## config.mk

```make
export PLATFORM = sky130hd
export DESIGN_NAME = cpu_mem_loader
export DESIGN_NICKNAME = d
export VERILOG_FILES = /design/src/rtl/cpu_mem_loader.sv
export SDC_FILE = /design/constraint.sdc
export NUM_CORES = 1
export LEC_CHECK = 0
export BUFFER_PORTS_ARGS = -buffer_cell sky130_fd_sc_hd__buf_2
export CORE_MARGIN = 1
export CORE_UTILIZATION = 30
export DETAILED_ROUTE_END_ITERATION = 12
export REMOVE_ABC_BUFFERS = 1
export SLEW_MARGIN = 30
export SYNTH_ARGS = -nofsm -noshare
export SYNTH_HDL_FRONTEND = slang
export SYNTH_SLANG_ARGS = --single-unit
```

## constraint.sdc

```tcl
create_clock -name clk -period 3.75 [get_ports clk]
set_clock_uncertainty 0.05 [all_clocks]
set_input_delay 0.375 -clock clk [delete_from_list [all_inputs] [get_ports clk]]
set_output_delay 0.375 -clock clk [all_outputs]
set_load 0.01 [all_outputs]
```

## src/rtl/cpu_mem_loader.sv

```systemverilog
// Host-side loader for the CPU's external memory ports: streams commands in, writes
// instruction/data memory, runs the CPU for N cycles, and dumps data memory back out.
module cpu_mem_loader #(
  parameter int CNT_W  = 16,
  parameter int IDX_W  = 12,
  parameter int RD_LAT = 1
) (
  input  logic        clk,
  input  logic        arst_n,
  input  logic        s_valid,
  input  logic [31:0] s_data,
  output logic        s_ready,
  output logic        m_valid,
  output logic [31:0] m_data,
  input  logic        m_ready,
  output logic        enable,
  output logic [63:0] addr_ext,
  output logic        wen_ext,
  output logic        ren_ext,
  output logic [31:0] wdata_ext,
  input  logic [31:0] rdata_ext,
  output logic [63:0] addr_ext_2,
  output logic        wen_ext_2,
  output logic        ren_ext_2,
  output logic [63:0] wdata_ext_2,
  input  logic [63:0] rdata_ext_2,
  output logic        busy,
  output logic        done,
  output logic        err
);

  // Stream handshake: a beat moves on a rising edge where valid && ready; the
  // outbound side holds m_valid/m_data stable until m_ready.

  localparam int SUM_W = IDX_W + CNT_W;
  localparam int LAT_W = 8;

  typedef enum logic [3:0] {
    S_IDLE, S_LD_I, S_LD_D, S_RUN, S_RD, S_WAIT, S_TX_LO, S_TX_HI
  } state_t;

  state_t             state_q, state_d;
  logic [IDX_W-1:0]   base_q, base_d;
  logic [CNT_W-1:0]   n_q, n_d;
  logic [CNT_W-1:0]   k_q, k_d;
  logic [LAT_W-1:0]   lat_q, lat_d;
  logic [31:0]        lo_q, lo_d;
  logic               hi_q, hi_d;
  logic [63:0]        rdata_q, rdata_d;
  logic               enable_q, enable_d;
  logic               wen_q, wen_d;
  logic [63:0]        addr_q, addr_d;
  logic [31:0]        wdata_q, wdata_d;
  logic               wen2_q, wen2_d;
  logic [63:0]        addr2_q, addr2_d;
  logic [63:0]        wdata2_q, wdata2_d;
  logic               done_q, done_d;
  logic               err_q, err_d;
  logic               live_q;
  logic               accept;
  logic [CNT_W-1:0]   k_inc;
  logic               unused_rdata;

  function automatic logic [SUM_W-1:0] word_idx(input logic [IDX_W-1:0] b,
                                                 input logic [CNT_W-1:0] k);
    return SUM_W'(b) + SUM_W'(k);
  endfunction

  function automatic logic [63:0] word_addr(input logic [IDX_W-1:0] b,
                                            input logic [CNT_W-1:0] k);
    return 64'({word_idx(b, k), 2'b00});
  endfunction

  function automatic logic [63:0] dword_addr(input logic [IDX_W-1:0] b,
                                             input logic [CNT_W-1:0] k);
    return 64'({word_idx(b, k), 3'b000});
  endfunction

  assign unused_rdata = ^rdata_ext;
  assign k_inc = k_q + CNT_W'(1);

  // live_q keeps s_ready low while reset is asserted and for the first edge after it.
  always_comb begin
    s_ready = 1'b0;
    if (live_q) begin
      if (state_q == S_IDLE) s_ready = 1'b1;
      else if ((state_q == S_LD_I || state_q == S_LD_D) && k_q != n_q) s_ready = 1'b1;
    end
  end

  assign accept      = s_valid && s_ready;
  assign ren_ext     = 1'b0;
  assign ren_ext_2   = (state_q == S_RD);
  assign m_valid     = (state_q == S_TX_LO) || (state_q == S_TX_HI);
  assign m_data      = (state_q == S_TX_HI) ? rdata_q[63:32] : rdata_q[31:0];
  assign busy        = (state_q != S_IDLE);
  assign enable      = enable_q;
  assign wen_ext     = wen_q;
  assign addr_ext    = addr_q;
  assign wdata_ext   = wdata_q;
  assign wen_ext_2   = wen2_q;
  assign addr_ext_2  = addr2_q;
  assign wdata_ext_2 = wdata2_q;
  assign done        = done_q;
  assign err         = err_q;

  always_comb begin
    state_d  = state_q;
    base_d   = base_q;
    n_d      = n_q;
    k_d      = k_q;
    lat_d    = lat_q;
    lo_d     = lo_q;
    hi_d     = hi_q;
    rdata_d  = rdata_q;
    addr_d   = addr_q;
    wdata_d  = wdata_q;
    addr2_d  = addr2_q;
    wdata2_d = wdata2_q;
    enable_d = 1'b0;
    wen_d    = 1'b0;
    wen2_d   = 1'b0;
    done_d   = 1'b0;
    err_d    = 1'b0;
    case (state_q)
      S_IDLE: begin
        if (accept) begin
          base_d = s_data[27:16];
          n_d    = CNT_W'(s_data[15:0]);
          k_d    = '0;
          hi_d   = 1'b0;
          lat_d  = '0;
          if (s_data[31:28] >= 4'd1 && s_data[31:28] <= 4'd4) begin
            if (s_data[15:0] == 16'd0) begin
              done_d = 1'b1;
            end else begin
              case (s_data[31:28])
                4'd1:    state_d = S_LD_I;
                4'd2:    state_d = S_LD_D;
                4'd3:    begin state_d = S_RUN; enable_d = 1'b1; end
                default: begin state_d = S_RD; addr2_d = dword_addr(s_data[27:16], '0); end
              endcase
            end
          end else begin
            err_d = 1'b1;
          end
        end
      end
      S_LD_I: begin
        if (accept) begin
          wen_d   = 1'b1;
          addr_d  = word_addr(base_q, k_q);
          wdata_d = s_data;
          k_d     = k_inc;
        end else if (k_q == n_q) begin
          done_d  = 1'b1;
          state_d = S_IDLE;
        end
      end
      S_LD_D: begin
        if (accept) begin
          if (!hi_q) begin
            lo_d = s_data;
            hi_d = 1'b1;
          end else begin
            wen2_d   = 1'b1;
            addr2_d  = dword_addr(base_q, k_q);
            wdata2_d = {s_data, lo_q};
            k_d      = k_inc;
            hi_d     = 1'b0;
          end
        end else if (k_q == n_q) begin
          done_d  = 1'b1;
          state_d = S_IDLE;
        end
      end
      S_RUN: begin
        k_d = k_inc;
        if (k_inc == n_q) begin
          done_d  = 1'b1;
          state_d = S_IDLE;
        end else begin
          enable_d = 1'b1;
        end
      end
      S_RD: begin
        lat_d   = '0;
        state_d = S_WAIT;
      end
      S_WAIT: begin
        if (lat_q == LAT_W'(RD_LAT - 1)) begin
          rdata_d = rdata_ext_2;
          state_d = S_TX_LO;
        end else begin
          lat_d = lat_q + LAT_W'(1);
        end
      end
      S_TX_LO: begin
        if (m_ready) state_d = S_TX_HI;
      end
      S_TX_HI: begin
        if (m_ready) begin
          k_d = k_inc;
          if (k_inc == n_q) begin
            done_d  = 1'b1;
            state_d = S_IDLE;
          end else begin
            addr2_d = dword_addr(base_q, k_inc);
            state_d = S_RD;
          end
        end
      end
      default: state_d = S_IDLE;
    endcase
  end

  always_ff @(posedge clk or negedge arst_n) begin
    if (!arst_n) begin
      state_q  <= S_IDLE;
      base_q   <= '0;
      n_q      <= '0;
      k_q      <= '0;
      lat_q    <= '0;
      lo_q     <= '0;
      hi_q     <= 1'b0;
      rdata_q  <= '0;
      enable_q <= 1'b0;
      wen_q    <= 1'b0;
      addr_q   <= '0;
      wdata_q  <= '0;
      wen2_q   <= 1'b0;
      addr2_q  <= '0;
      wdata2_q <= '0;
      done_q   <= 1'b0;
      err_q    <= 1'b0;
      live_q   <= 1'b0;
    end else begin
      state_q  <= state_d;
      base_q   <= base_d;
      n_q      <= n_d;
      k_q      <= k_d;
      lat_q    <= lat_d;
      lo_q     <= lo_d;
      hi_q     <= hi_d;
      rdata_q  <= rdata_d;
      enable_q <= enable_d;
      wen_q    <= wen_d;
      addr_q   <= addr_d;
      wdata_q  <= wdata_d;
      wen2_q   <= wen2_d;
      addr2_q  <= addr2_d;
      wdata2_q <= wdata2_d;
      done_q   <= done_d;
      err_q    <= err_d;
      live_q   <= 1'b1;
    end
  end

endmodule

```

### Word-level counts from Yosys, hierarchy flattened

Index checks and enable logic that the tools add are counted.

| word-level totals | value |
|---|---|
| word-level logic and storage cells | 138 |
| input port bits | 132 |
| output and inout bits | 266 |
| bits in registers | 347 |

| cells by class | value |
|---|---|
| eq/ne operators | 28 |
| multiplexer cells | 60 |
| order comparisons | 2 |
| bitwise logic cells | 1 |
| add/subtract/negate cells | 4 |
| reductions and logical operators | 25 |

Operators by type and width:

| cell | number |
|---|---|
| 2-to-1 mux 64 bit | 8 |
| one-hot mux 64 bit (3 select lines) | 1 |
| 2-to-1 mux 16 bit | 5 |
| one-hot mux 16 bit (5 select lines) | 1 |
| 2-to-1 mux 4 bit | 9 |
| adder 12 x 16 -> 17 bit | 2 |
| == test 16 bit | 2 |
| 2-to-1 mux 32 bit | 1 |
| one-hot mux 4 bit (7 select lines) | 1 |
| 2-to-1 mux 1 bit | 26 |
| inequality test 2 bit (second input constant) | 13 |
| one-hot mux 8 bit (3 select lines) | 1 |
| AND reduction 9 bit | 2 |
| adder 16 x 1 -> 16 bit (second input constant) | 1 |
| == test 4 x 2 -> 1 bit (second input constant) | 4 |
| == test 4 x 3 -> 1 bit (second input constant) | 4 |
| logical NOT 16 bit | 1 |
| 2-to-1 mux 8 bit | 2 |
| inequality test 16 bit | 1 |
| AND reduction 3 bit | 4 |
| one-hot mux 3 bit (3 select lines) | 1 |
| adder 8 x 1 -> 8 bit (second input constant) | 1 |
| == test 4 x 1 -> 1 bit (second input constant) | 2 |
| logical NOT 8 bit | 1 |
| 18 further kinds | 26 |

### Longest topological paths before layout

Gate-level depths: netlist of the first run.

| logic depth | value |
|---|---|
| depth after elaboration | 9 |
| mapped depth | 13 |
| gate-level depth less buffers | 13 |

### Worst setup path after synthesis of the first run

OpenSTA, ideal clock, no wires.

| timing | value |
|---|---|
| path type | reg-to-reg |
| start point | register k_q[12] |
| end point | register addr2_q[10] (netlist: addr_ext_2[10]) |
| buffers on the path | 2 |
| cell stages (with the launch flop) | 10 |
| period minus slack after synthesis | 3.057 ns |
| setup time | 0.125 ns |
| slack | 0.693 ns |
| arrival | 2.881 ns |
| data required time | 3.575 ns |
| cell sequence | dfrtp_1 clkbuf_1 inv_1 nor4_1 xnor3_1 nand4_1 a2111oi_4 o21ai_4 buf_6 mux2_4 |

| on the way | value |
|---|---|
| cells in the longest elaborated chain, start to end | 8 |
| elaborated cells between the ends (all ways) | 12 |
| those cells by class | add/sub (1); eq/ne (5); mux (3); reduce/logical (3) |

RTL lines:

| item | RTL line | RTL |
|---|---|---|
| start: declaration | 45 | `logic [CNT_W-1:0] k_q, k_d;` |
| start signal: assignment | 241 | `k_q <= k_d;` |
| branches (longest 7 deep; another with adder 16 x 1 -> 16 bit) | - |  |
| AND reduction 9 bit (no source line) (*) | - |  |
| end signal: assignment | 251 | `addr2_q <= addr2_d;` |
| end: declaration | 55 | `logic [63:0] addr2_q, addr2_d;` |

Mark *: on every way between the ends.
A chain may end at the register's enable or synchronous reset.

### Final worst setup path of the first run

| timing | value |
|---|---|
| start point | register k_q[1] |
| end point | register addr2_q[18] (netlist: addr_ext_2[18]) |

| on the way | value |
|---|---|
| cells in the longest elaborated chain, start to end | 8 |
| elaborated cells between the ends (all ways) | 19 |
| those cells by class | add/sub (3); eq/ne (5); mux (8); reduce/logical (3) |

RTL lines:

| item |
|---|
| branches (longest 8 deep; another with adder 12 x 16 -> 17 bit) |

Parallel ways; which one is timed is not known. The select of a mux whose other input is x is not followed.

==> qor.yml, run 1 <==
synth_warnings: 0
yosysMostFrequentCell: "dfrtp_1"
final.period_utilization_pct: 90.4
die_y_um: 225
ys.flop_type: "dfrtp_1"
drive_gt1_share_pct: 35.8
ios: 398
final_area_um2: 18600
core_um2: 49100
arrival_ns: 3.76
grt_pass1_vias: 11100
route.detailed.drc: 0
final-hold-violation-count: 0
p_leak_nw: 9.32
end_kind: "flip-flop"
max-vdd-ir-drop_v: 0.000374
grt_max_degree: 90
antenna_found_initial: 2
top_layer_used: "met5"
drv_cap: 0
synth_top_family_by_area: "multiplexers"
nets: 1838
yosysUniqueCellTypes: 82
pre_cts_slack_ns: 0.343
synth_common_cells: "dfrtp_1, mux2_2, nand2_1"
holdWs_ns: 0.0340
postRouteAntennaNets: 0
clock_path_buffers: 3
fin_crit_ns: 3.39
stdcell_count: 2359
initial_core_util_pct: 30.5
n_fill_cell: 4789
tns_ns: 0
synth-seq-area-share_pct: 48.2
synthArstFlopShare_pct: 100
cts_setup_buffers: 0
via_count: 11300
synth_edf_count: 0
drv_slew: 0
slew_headroom_pct: 49.5
syn_inst: 1336
critPathMaxFanout: 8
clock_sinks: 288
fin_total_pwr_mw: 7.79
p_per_area_nw_per_um2: 420
critical_path_class: "flip-flop to flip-flop"
synthAdderAreaFrac_pct: 2.93
ys_seq_elements: 288
syn_area_um2: 14900
cts_tree: "done"
yosys.area_share.simple_pct: 9.66
synthXorXnorAreaFrac_pct: 3.63
chipWidth_um: 225
timing.rr.start: "k_q[1]$_DFFE_PN0P_"
yosys.area.top_type_share_pct: 48.2
setup_viol_count_final: 0
syn_area_per_cell_um2: 11.2
track_usage_pct: 16.4
synthTopCellsByArea: "dfrtp_1, mux2_2, buf_4"
rsz0062_at_grt: "false"
n_antenna_cell: 0
reg2regPathDepth: 12
final_util_pct: 37.8
hpwl_mm: 30.3
clock-root-buffer: "clkbuf_16"
cts_made_buffers: 36
finalWirelength_mm: 41.9
synth-compound-area-share_pct: 9.90
io_buffers: 270
hp-class: "primary input to flip-flop"
clkTransAtPathRegs_ns: 0.06
rows: 81
holdPathStages: 2
m1WireLength_mm: 18.6
max_freq_mhz: 295
grt_overflow: 0
status: "completed"
startpoint_type: "flip-flop"
placed_area_um2: 16800
r2r-end: "addr_ext_2[18]$_DFFE_PN0P_"
syn_to_final_growth_pct: 24.1
wl_per_cell_um: 17.8
via_per_inst: 4.78
tightest_slew_ns: 0.758
placed_cells: 2238
grt_pass1_wl_mm: 64.3
clock_latency_ns: 0.54
gp_congestion: 0.897
route.met3.wl_mm: 2.09
synth_mux_area_share_pct: 17.9
rrSetupSlack_ns: 0.36
drt_iter0_markers: 711
cp.required_ns: 4.12
htreeDepth: 2
dr_wl_met2_mm: 19.8
die-area_um2: 50700
synth_top_area_cell: "dfrtp_1"
holdCritStartpoint: "rdata_ext_2[5]"
dr.pass1.iters: 5
setup_ws_ns: 0.361
hold-path-endpoint: "rdata_q[5]$_DFFE_PN0P_"
==> worst max-delay path by stage <==
stage / to / slack, ns / startpoint / cells after the start
finish: addr_ext_2[18]$_DFFE_PN0P_ / 0.36 / k_q[1]$_DFFE_PN0P_ / 12
CTS: addr_ext_2[14]$_DFFE_PN0P_ / 0.32 / k_q[1]$_DFFE_PN0P_ / 12
global route: addr_ext_2[14]$_DFFE_PN0P_ / 0.03 / k_q[1]$_DFFE_PN0P_ / 12
global placement: addr_ext_2[14]$_DFFE_PN0P_ / 0.38 / k_q[1]$_DFFE_PN0P_ / 12
detailed placement: addr_ext_2[14]$_DFFE_PN0P_ / 0.34 / k_q[1]$_DFFE_PN0P_ / 12
floorplan: lo_q[0]$_DFFE_PN0P_ / -1.15 / k_q[12]$_DFFE_PN0P_ / 6
==> power breakdown <==
part	leakage, nW	internal, mW	switching (mW)
clock	0.578	2.15	1.36
sequential	3.73	3.24	0.117
combinational	5.01	0.398	0.519
==> layer usage <==
metal  track usage, %  vias up
li1                 -     5203
met2             26.4      355
met5                0        -
met4             6.39        4
met3             2.82       81
met1             21.8     5629
==> state kept, by name, summed over array words and instances (netlist names), 8 cells and up <==
signal and count:
base_q 12, k_q 16, rdata_q 64, addr_ext 17, lat_q 8, addr_ext_2 17, n_q 16, wdata_ext_2 64
wdata_ext 32, lo_q 32
==> critical path, cell delays in order, from the launching register on <==
cell and delay, ns:
dfrtp_1 0.53, ha_1 0.29, and3_1 0.33, nand3_1 0.13, xnor2_1 0.20, ha_1 0.32, nand2_1 0.05, o21ai_0 0.26
nand2_1 0.15, o211ai_1 0.41, a211o_1 0.19, o211ai_1 0.08, mux2_4 0.27
==> cells in the final DEF, fill, tap and decap left out, types with 19 or more instances in the layout <==
master and n:
a21oi_1 30, buf_2 269, buf_4 26, clkbuf_16 37, conb_1 96, dfrtp_1 288
dlygate4sd3_1 61, ha_1 31, inv_1 32, mux2_2 224, nand2_1 159, nand3_1 22
nor2_1 40, o21ai_0 68, xnor2_1 35, xor2_1 19
==> cell type report <==
class	count	area (um^2)	area share (%)
Sequential cell	288	7210	38.8
Timing Repair Buffer	361	2250	12.1
Multi-Input combinational cell	952	6970	37.6
Tap cell	664	831	4.48
Clock buffer	48	1010	5.43
Clock inverter	12	166	0.897
Inverter	34	128	0.688
==> logic make-up after synthesis <==
logic type	after synthesis
adders and majority gates	34
xor gates and xnor gates	57
DFF	288
other	2
muxes	237
buffers and inverters	190
AOI/OAI and AO/OA	220
and+or+nand+nor	308
==> timing repair <==
action,4_1_cts,5_1_grt
endpoints found under the hold margin,144,0
resized for setup,0,0
setup endpoints to repair,0,0
hold buffers,61,0
No activity file was read; power rests on OpenSTA's default activity.
==> run 2, diff against run 1 <==
--- a/config.mk
+++ b/config.mk
@@ -5,6 +5,8 @@
 export SDC_FILE = /design/constraint.sdc
 export NUM_CORES = 1
 export LEC_CHECK = 0
+export ABC_AREA = 1
+export ABC_CLOCK_PERIOD_IN_PS = 3750
 export BUFFER_PORTS_ARGS = -buffer_cell sky130_fd_sc_hd__buf_2
 export CORE_MARGIN = 1
 export CORE_UTILIZATION = 30
==> run 2 against run 1 <==
Against the previous run:
- sequential cell count did not move
- largest power group unchanged
- hold slack got worse by 0.012 ns
- worst setup slack improved by 0.28 ns
- critical path depth grew 4
- clock-buffer cell count decreased by 2
- final area down 2.5%
- global-route usage shrank 0.15 points
- combinational power down 65%
- non-clock buffer count decreased by 35
- power decreased by 6.2%
==> qor.yml, run 2 <==
status: "completed"
crit_slowest_cell: "dfrtp_1"
clock-root-buffer: "clkbuf_16"
tns_ns: 0  # unchanged
initial_core_util_pct: 30.7  # +0.20 points
core_um2: 48000  # -2.1%
clock_latency_ns: 0.55  # about the same
n_antenna_cell: 0  # unchanged
p_leak_nw: 9.61  # +3.2%
yosysUniqueCellTypes: 50  # -39%
die_y_um: 224  # -0.71%
ys_seq_elements: 288  # unchanged
syn_area_per_cell_um2: 8.41  # -25%
synth_common_cells: "nand2_1, dfrtp_1, o21ai_0"
crit_top_cell: "nand2_1"
chipWidth_um: 224  # -0.71%
grt_max_degree: 92  # +2.2%
io_buffers: 270  # unchanged
drive_gt1_share_pct: 21.8  # -14 points
finalWirelength_mm: 40.5  # -3.4%
htreeDepth: 2  # unchanged
grt_pass1_vias: 12000  # +8.7%
arrival_ns: 3.55  # -0.21 ns
hpwl_mm: 29.4  # -3.0%
route.detailed.drc: 0  # unchanged
layout_common_cells: "nand2_1, dfrtp_1, buf_2"
max_freq_mhz: 321  # +8.9%
final.period_utilization_pct: 83.0  # -7.4 points
fin_crit_ns: 3.11  # -0.276 ns
final-hold-violation-count: 0  # unchanged
antenna_found_initial: 1  # -1
slew_headroom_pct: 37.4  # -12 points
timing.rr.start: "k_q[0]$_DFFE_PN0P_"
nets: 2216  # +21%
die-area_um2: 50000  # -1.4%
cts_tree: "done"
rrSetupSlack_ns: 0.64  # +0.28 ns
clkTransAtPathRegs_ns: 0.06  # about the same
end_kind: "flip-flop"
syn_to_final_growth_pct: 22.8
via_count: 12100  # +7.2%
yosys.area.top_type_share_pct: 48.9  # +0.70 points
via_per_inst: 4.49  # -6.1%
ys.flop_type: "dfrtp_1"
critical_path_class: "flip-flop to flip-flop"
synth_warnings: 0  # unchanged
drt_iter0_markers: 550  # -23%
reg2regPathDepth: 16  # +4
ios: 398  # unchanged
grt_pass1_wl_mm: 64.1  # -0.33%
cp.required_ns: 4.19  # +0.07 ns
setup_viol_count_final: 0  # unchanged
clock_sinks: 288  # unchanged
synthTopCellsByArea: "dfrtp_1, nand2_1, mux2_2"
synth_top_area_cell: "dfrtp_1"
grt_overflow: 0  # unchanged
synth_edf_count: 0  # unchanged
max-vdd-ir-drop_v: 0.000376  # +0.70%
synth-seq-area-share_pct: 48.9  # +0.70 points
final_common_cell: "nand2_1"
n_fill_cell: 4942  # +3.2%
clock_path_buffers: 3  # unchanged
track_usage_pct: 16.2  # -0.15 points
crit_path_end: "addr_ext_2[16]$_DFFE_PN0P_"
hp-class: "primary input to flip-flop"
final_util_pct: 37.7  # -0.16 points
drv_slew: 0  # unchanged
dr.pass1.iters: 5  # unchanged
rows: 80  # -1.2%
drv_cap: 0  # unchanged
critPathMaxFanout: 7  # -1
ctsResizeCount: 0  # unchanged
syn_area_um2: 14700  # -1.4%
startpoint: "k_q[0]$_DFFE_PN0P_"
startpoint_type: "flip-flop"
rsz0062_at_grt: "false"
r2r-end: "addr_ext_2[16]$_DFFE_PN0P_"
synthArstFlopShare_pct: 100  # unchanged
p_per_area_nw_per_um2: 404  # -3.8%
slowest_delay_ns: 0.47  # -0.06 ns
syn_inst: 1753  # +31%
postRouteAntennaNets: 0  # unchanged
path_cells: "ha_1 -> nand2_1 -> nor2_4 -> nand3_1 -> xor2_1 -> ha_1 -> a21oi_1 -> a21boi_0 -> nand3_1 -> nand3_1 -> nand2_1 -> nand2_1 -> nand2_1 -> o21ai_0 -> nand2_1 -> nand2_1"
yosysMostFrequentCell: "nand2_1"
wl_per_cell_um: 15.0  # -15%
cts_made_buffers: 36  # unchanged
tightest_slew_ns: 0.934  # +0.176 ns
gp_congestion: 0.856  # -4.6%
[run 2: changes by cell type in the layout (fill, tap and decap cells not counted), sizes merged, moves of 26 or more]
cell | before | now
dlygate4sd3 | 61 | 35
inv | 34 | 127
mux2 | 230 | 64
nand2 | 159 | 641
nand3 | 24 | 57
nor2 | 40 | 71
o21ai | 71 | 190
xnor2 | 35 | 6
[run 2: cells by family (layout without fill, tap and decap cells)]
group / count (synthesis) / after routing / synth area share [%]
adder cells (fa/ha/maj): 33 / 33 / 2.90
multiplexers: 64 / 64 / 4.89
flip-flops: 288 / 288 / 48.9
buffers and inverters: 285 / 514 / 10.1
AND/OR/NAND/NOR: 793 / 793 / 22.0
other: 2 / 96 / 0.0510
AO/OA/AOI/OAI: 262 / 262 / 9.66
XOR/XNOR: 26 / 26 / 1.55
[run 2: worst min-delay path by stage]
stage                     depth (start not counted)                  from                           to
after global placement                            2  lo_q[27]$_DFFE_PN0P_  wdata_ext_2[27]$_DFFE_PN0P_
after detailed placement                          2  lo_q[27]$_DFFE_PN0P_  wdata_ext_2[27]$_DFFE_PN0P_
final                                             2       rdata_ext_2[17]      rdata_q[17]$_DFFE_PN0P_
after global routing                              2       rdata_ext_2[20]      rdata_q[20]$_DFFE_PN0P_
after CTS                                         2       rdata_ext_2[20]      rdata_q[20]$_DFFE_PN0P_
after floorplan                                   0                arst_n     addr_ext[10]$_DFFE_PN0P_
[run 2: worst max-delay path: cells and delay by family (launching register included)]
kind	cells	cell delay [ns]
and+or+nand+nor	10	1.07
xor gates and xnor gates	1	0.32
adders and majority gates	2	0.60
DFF	1	0.47
AOI/OAI and AO/OA	3	0.54
[run 2: layer usage]
layer | track usage [%] | vias up | share of wire, %
met5 | 0 | - | 0.037
met4 | 4.84 | 2 | 2.3
met1 | 20.5 | 5672 | 45
met2 | 27.0 | 295 | 47
met3 | 4.30 | 59 | 5.9
li1 | - | 6051 | -
[run 2: what timing repair did]
item,4_1_cts,5_1_grt
endpoints found under the setup margin,0,0
hold buffers,34,1
buffers inserted,0,0
endpoints found under the hold margin,118,1
[run 2: area by class of cell]
cell class	count	area, um^2	area share (%)
Clock buffer	46	1010	5.59
Clock inverter	17	293	1.62
Inverter	125	469	2.59
Multi-Input combinational cell	1274	6430	35.5
Sequential cell	288	7210	39.8
Tap cell	615	769	4.25
Timing Repair Buffer	326	1920	10.6
[run 2: per-stage QoR]
| stage | cell area, um^2 | worst slack, ns | hold slack [ns] | instances | power (mW) |
|---|---|---|---|---|---|
| after floorplan | 14100 | 0.297 | 0.0294 | 1687 | 3.34 |
| after global placement | 16400 | 0.722 | 0.401 | 2593 | 3.51 |
| after detailed placement | 16400 | 0.654 | 0.405 | 2593 | 3.52 |
| after CTS | 18100 | 0.638 | 0.000655 | 2690 | 7.43 |
| after global routing | 18100 | 0.316 | 0.00283 | 2691 | 7.58 |
| final | 18100 | 0.637 | 0.0218 | 2691 | 7.31 |
[run 2: power breakdown]
group	internal, mW	total, mW	leakage [nW]	switching (mW)
Sequential	3.14	3.16	3.82	0.0191
Clock	2.40	3.82	0.624	1.42
Combinational	0.121	0.323	5.16	0.202
==> run 3, diff against run 2 <==
--- a/config.mk
+++ b/config.mk
@@ -6,7 +6,7 @@
 export NUM_CORES = 1
 export LEC_CHECK = 0
 export ABC_AREA = 1
-export ABC_CLOCK_PERIOD_IN_PS = 3750
+export ABC_CLOCK_PERIOD_IN_PS = 2760
 export BUFFER_PORTS_ARGS = -buffer_cell sky130_fd_sc_hd__buf_2
 export CORE_MARGIN = 1
 export CORE_UTILIZATION = 30
==> constraint.sdc (replaced) <==
create_clock -name clk -period 2.76 [get_ports clk]
set_clock_uncertainty 0.05 [all_clocks]
set_input_delay 0.276 -clock clk [delete_from_list [all_inputs] [get_ports clk]]
set_output_delay 0.276 -clock clk [all_outputs]
set_load 0.01 [all_outputs]
==> run 3 against run 2 <==
Against the previous run:
- worst setup slack lost 0.58 ns
- non-clock buffer count grew 88
- via count grew 4.0%
- largest cell class unchanged
==> qor.yml, run 3 (synthesized netlist as in run 2, its figures left out) <==
drt_iter0_markers: 647  # +18%
comb_power_share_pct: 5.1  # +0.7 points
htreeDepth: 2  # unchanged
clock-root-buffer: "clkbuf_16"
final_util_pct: 39.7  # +2.1 points
hp-class: "primary input to flip-flop"
end_kind: "flip-flop"
drv_slew: 0  # unchanged
final_area_um2: 19100  # +5.4%
clock_sinks: 288  # unchanged
setup_viol_count_final: 0  # unchanged
crit_slowest_cell: "dfrtp_1"
max-vdd-ir-drop_v: 0.000496  # +32%
p_leak_nw: 10.0  # +4.4%
rsz0062_at_grt: "true"
cp.required_ns: 3.12  # -1.07 ns
initial_core_util_pct: 30.7  # unchanged
slowest_delay_ns: 0.45  # -0.02 ns
drv_cap: 0  # unchanged
pre_cts_slack_ns: -0.0361  # -0.690 ns
reg2regPathDepth: 15  # -1
grt_pass1_wl_mm: 66.1  # +3.1%
holdWs_ns: 0.0321  # +0.0103 ns
swShare_pct: 22.8  # +0.34 points
final.period_utilization_pct: 98.1  # +15 points
route.detailed.drc: 0  # unchanged
final_common_cell: "nand2_1"
crit_top_cell: "nand2_1"
track_usage_pct: 16.7  # +0.48 points
startpoint: "k_q[6]$_DFFE_PN0P_"
via_count: 12600  # +4.0%
via_per_inst: 4.52  # +0.76%
max_freq_mhz: 370  # +15%
stdcell_count: 2778  # +3.2%
path_cells: "nand2_1 -> nor2_1 -> nand2_2 -> nor2_4 -> xor2_2 -> ha_1 -> a21o_1 -> a31oi_1 -> nand3_2 -> nand2_2 -> nor3_2 -> nand3_1 -> o31ai_1 -> nand2_1 -> nand2_1"
placed_cells: 2639  # +1.8%
drive_gt1_share_pct: 25.2  # +3.4 points
layout_common_cells: "nand2_1, dfrtp_1, buf_2"
cts_made_buffers: 36  # unchanged
rows: 80  # unchanged
fin_crit_ns: 2.71  # -0.407 ns
clock_latency_ns: 0.54  # about the same
syn_to_final_growth_pct: 29.5
p_seq_share_pct: 44.8  # +1.5 points
slew_headroom_pct: 43.4  # +6.0 points
dr.pass1.iters: 5  # unchanged
status: "completed"
fin_total_pwr_mw: 9.60  # +31%
p_per_area_nw_per_um2: 503  # +25%
arrival_ns: 3.06  # -0.49 ns
io_buffers: 270  # unchanged
die_y_um: 224  # unchanged
wl_per_cell_um: 15.2  # +1.1%
clock_path_buffers: 3  # unchanged
nets: 2304  # +4.0%
final-hold-violation-count: 0  # unchanged
finalWirelength_mm: 42.2  # +4.3%
cts_tree: "done"
holdCritStartpoint: "s_data[19]"
n_antenna_cell: 0  # unchanged
n_fill_cell: 4838  # -2.1%
cp_num_cells: 15  # -1
critPathMaxFanout: 6  # -1
hpwl_mm: 30.3  # +3.1%
clock_power_share_pct: 50.1  # -2.2 points
grt_pass1_vias: 12300  # +2.7%
tns_ns: 0  # unchanged
antenna_found_initial: 3  # +2
startpoint_type: "flip-flop"
timing.rr.start: "k_q[6]$_DFFE_PN0P_"
grt_max_degree: 65  # -29%
postRouteAntennaNets: 0  # unchanged
tightest_slew_ns: 0.849  # -0.0856 ns
core_um2: 48000  # unchanged
crit_family: "simple AND/OR/NAND/NOR gates"
gp_congestion: 0.845  # -1.3%
die-area_um2: 50000  # unchanged
setup_ws_ns: 0.0538  # -0.583 ns
placed_area_um2: 16800  # +2.3%
p_sw_mw: 2.19  # +33%
rrSetupSlack_ns: 0.05  # -0.58 ns
clkTransAtPathRegs_ns: 0.06  # about the same
cp_num_buf_inv: 0  # unchanged
ios: 398  # unchanged
chipWidth_um: 224  # unchanged
grt_overflow: 0  # unchanged
crit_path_end: "addr_ext_2[19]$_DFFE_PN0P_"
p_int_mw: 7.41  # +31%
r2r-end: "addr_ext_2[19]$_DFFE_PN0P_"
critical_path_class: "flip-flop to flip-flop"
-- run 3: cell types whose count changed in the layout (fill, tap and decap cells not counted), sizes merged --
cell	delta
buf	+51
dlygate4sd3	+37
clkinv	+4
bufinv	-3
inv	-2
clkbuf	-1
clkinvlp	+1
-- run 3: metal layers --
layer	up-vias	track usage [%]	part of all wire, %
met1	5947	20.9	44
li1	6223	-	-
met4	6	5.59	2.5
met5	-	0	0.11
met3	70	4.03	5.7
met2	318	28.1	47
-- run 3: cell type report --
| class | count | area, um^2 | share of cell area [%] |
|---|---|---|---|
| Inverter | 125 | 469 | 2.46 |
| Sequential cell | 288 | 7210 | 37.8 |
| Clock buffer | 45 | 996 | 5.22 |
| Tap cell | 615 | 769 | 4.03 |
| Clock inverter | 17 | 205 | 1.08 |
| Timing Repair Buffer | 414 | 2730 | 14.3 |
| Multi-Input combinational cell | 1274 | 6710 | 35.1 |
-- run 3: how the worst min path moves through the flow --
| stage | end | slack, ns | depth (start not counted) |
|---|---|---|---|
| global route | wdata_ext_2[54]$_DFFE_PN0P_ | 0.03 | 3 |
| CTS | enable$_DFF_PN0_ | 0.002 | 4 |
| detailed placement | rdata_q[12]$_DFFE_PN0P_ | 0.22 | 1 |
| finish | lo_q[19]$_DFFE_PN0P_ | 0.03 | 3 |
| floorplan | addr_ext[10]$_DFFE_PN0P_ | -0.07 | 0 |
| global placement | rdata_q[44]$_DFFE_PN0P_ | 0.21 | 1 |
-- run 3: what timing repair did --
| action | CTS | global route |
|---|---|---|
| endpoints found under the hold margin | 128 | 0 |
| gates resized for setup | 5 | 59 |
| setup buffers | 0 | 5 |
| endpoints found under the setup margin | 5 | 13 |
| pin swaps | 0 | 19 |
| hold buffers | 72 | 0 |
-- run 3: worst min-delay path, delay by kind of cell --
| family | cells | cell delay (ns) |
|---|---|---|
| compound gates | 1 | 0.14 |
| buf+inv | 2 | 0.17 |
-- run 3: power by group through the flow --
stage | registers (mW) | clock network (mW) | logic [mW]
2_1_floorplan | 4.37 | 0 | 0.167
3_3_place_gp | 4.37 | 0 | 0.409
3_5_place_dp | 4.37 | 0 | 0.416
4_1_cts | 4.30 | 4.98 | 0.494
5_1_grt | 4.30 | 5.14 | 0.553
6_report | 4.30 | 4.81 | 0.491
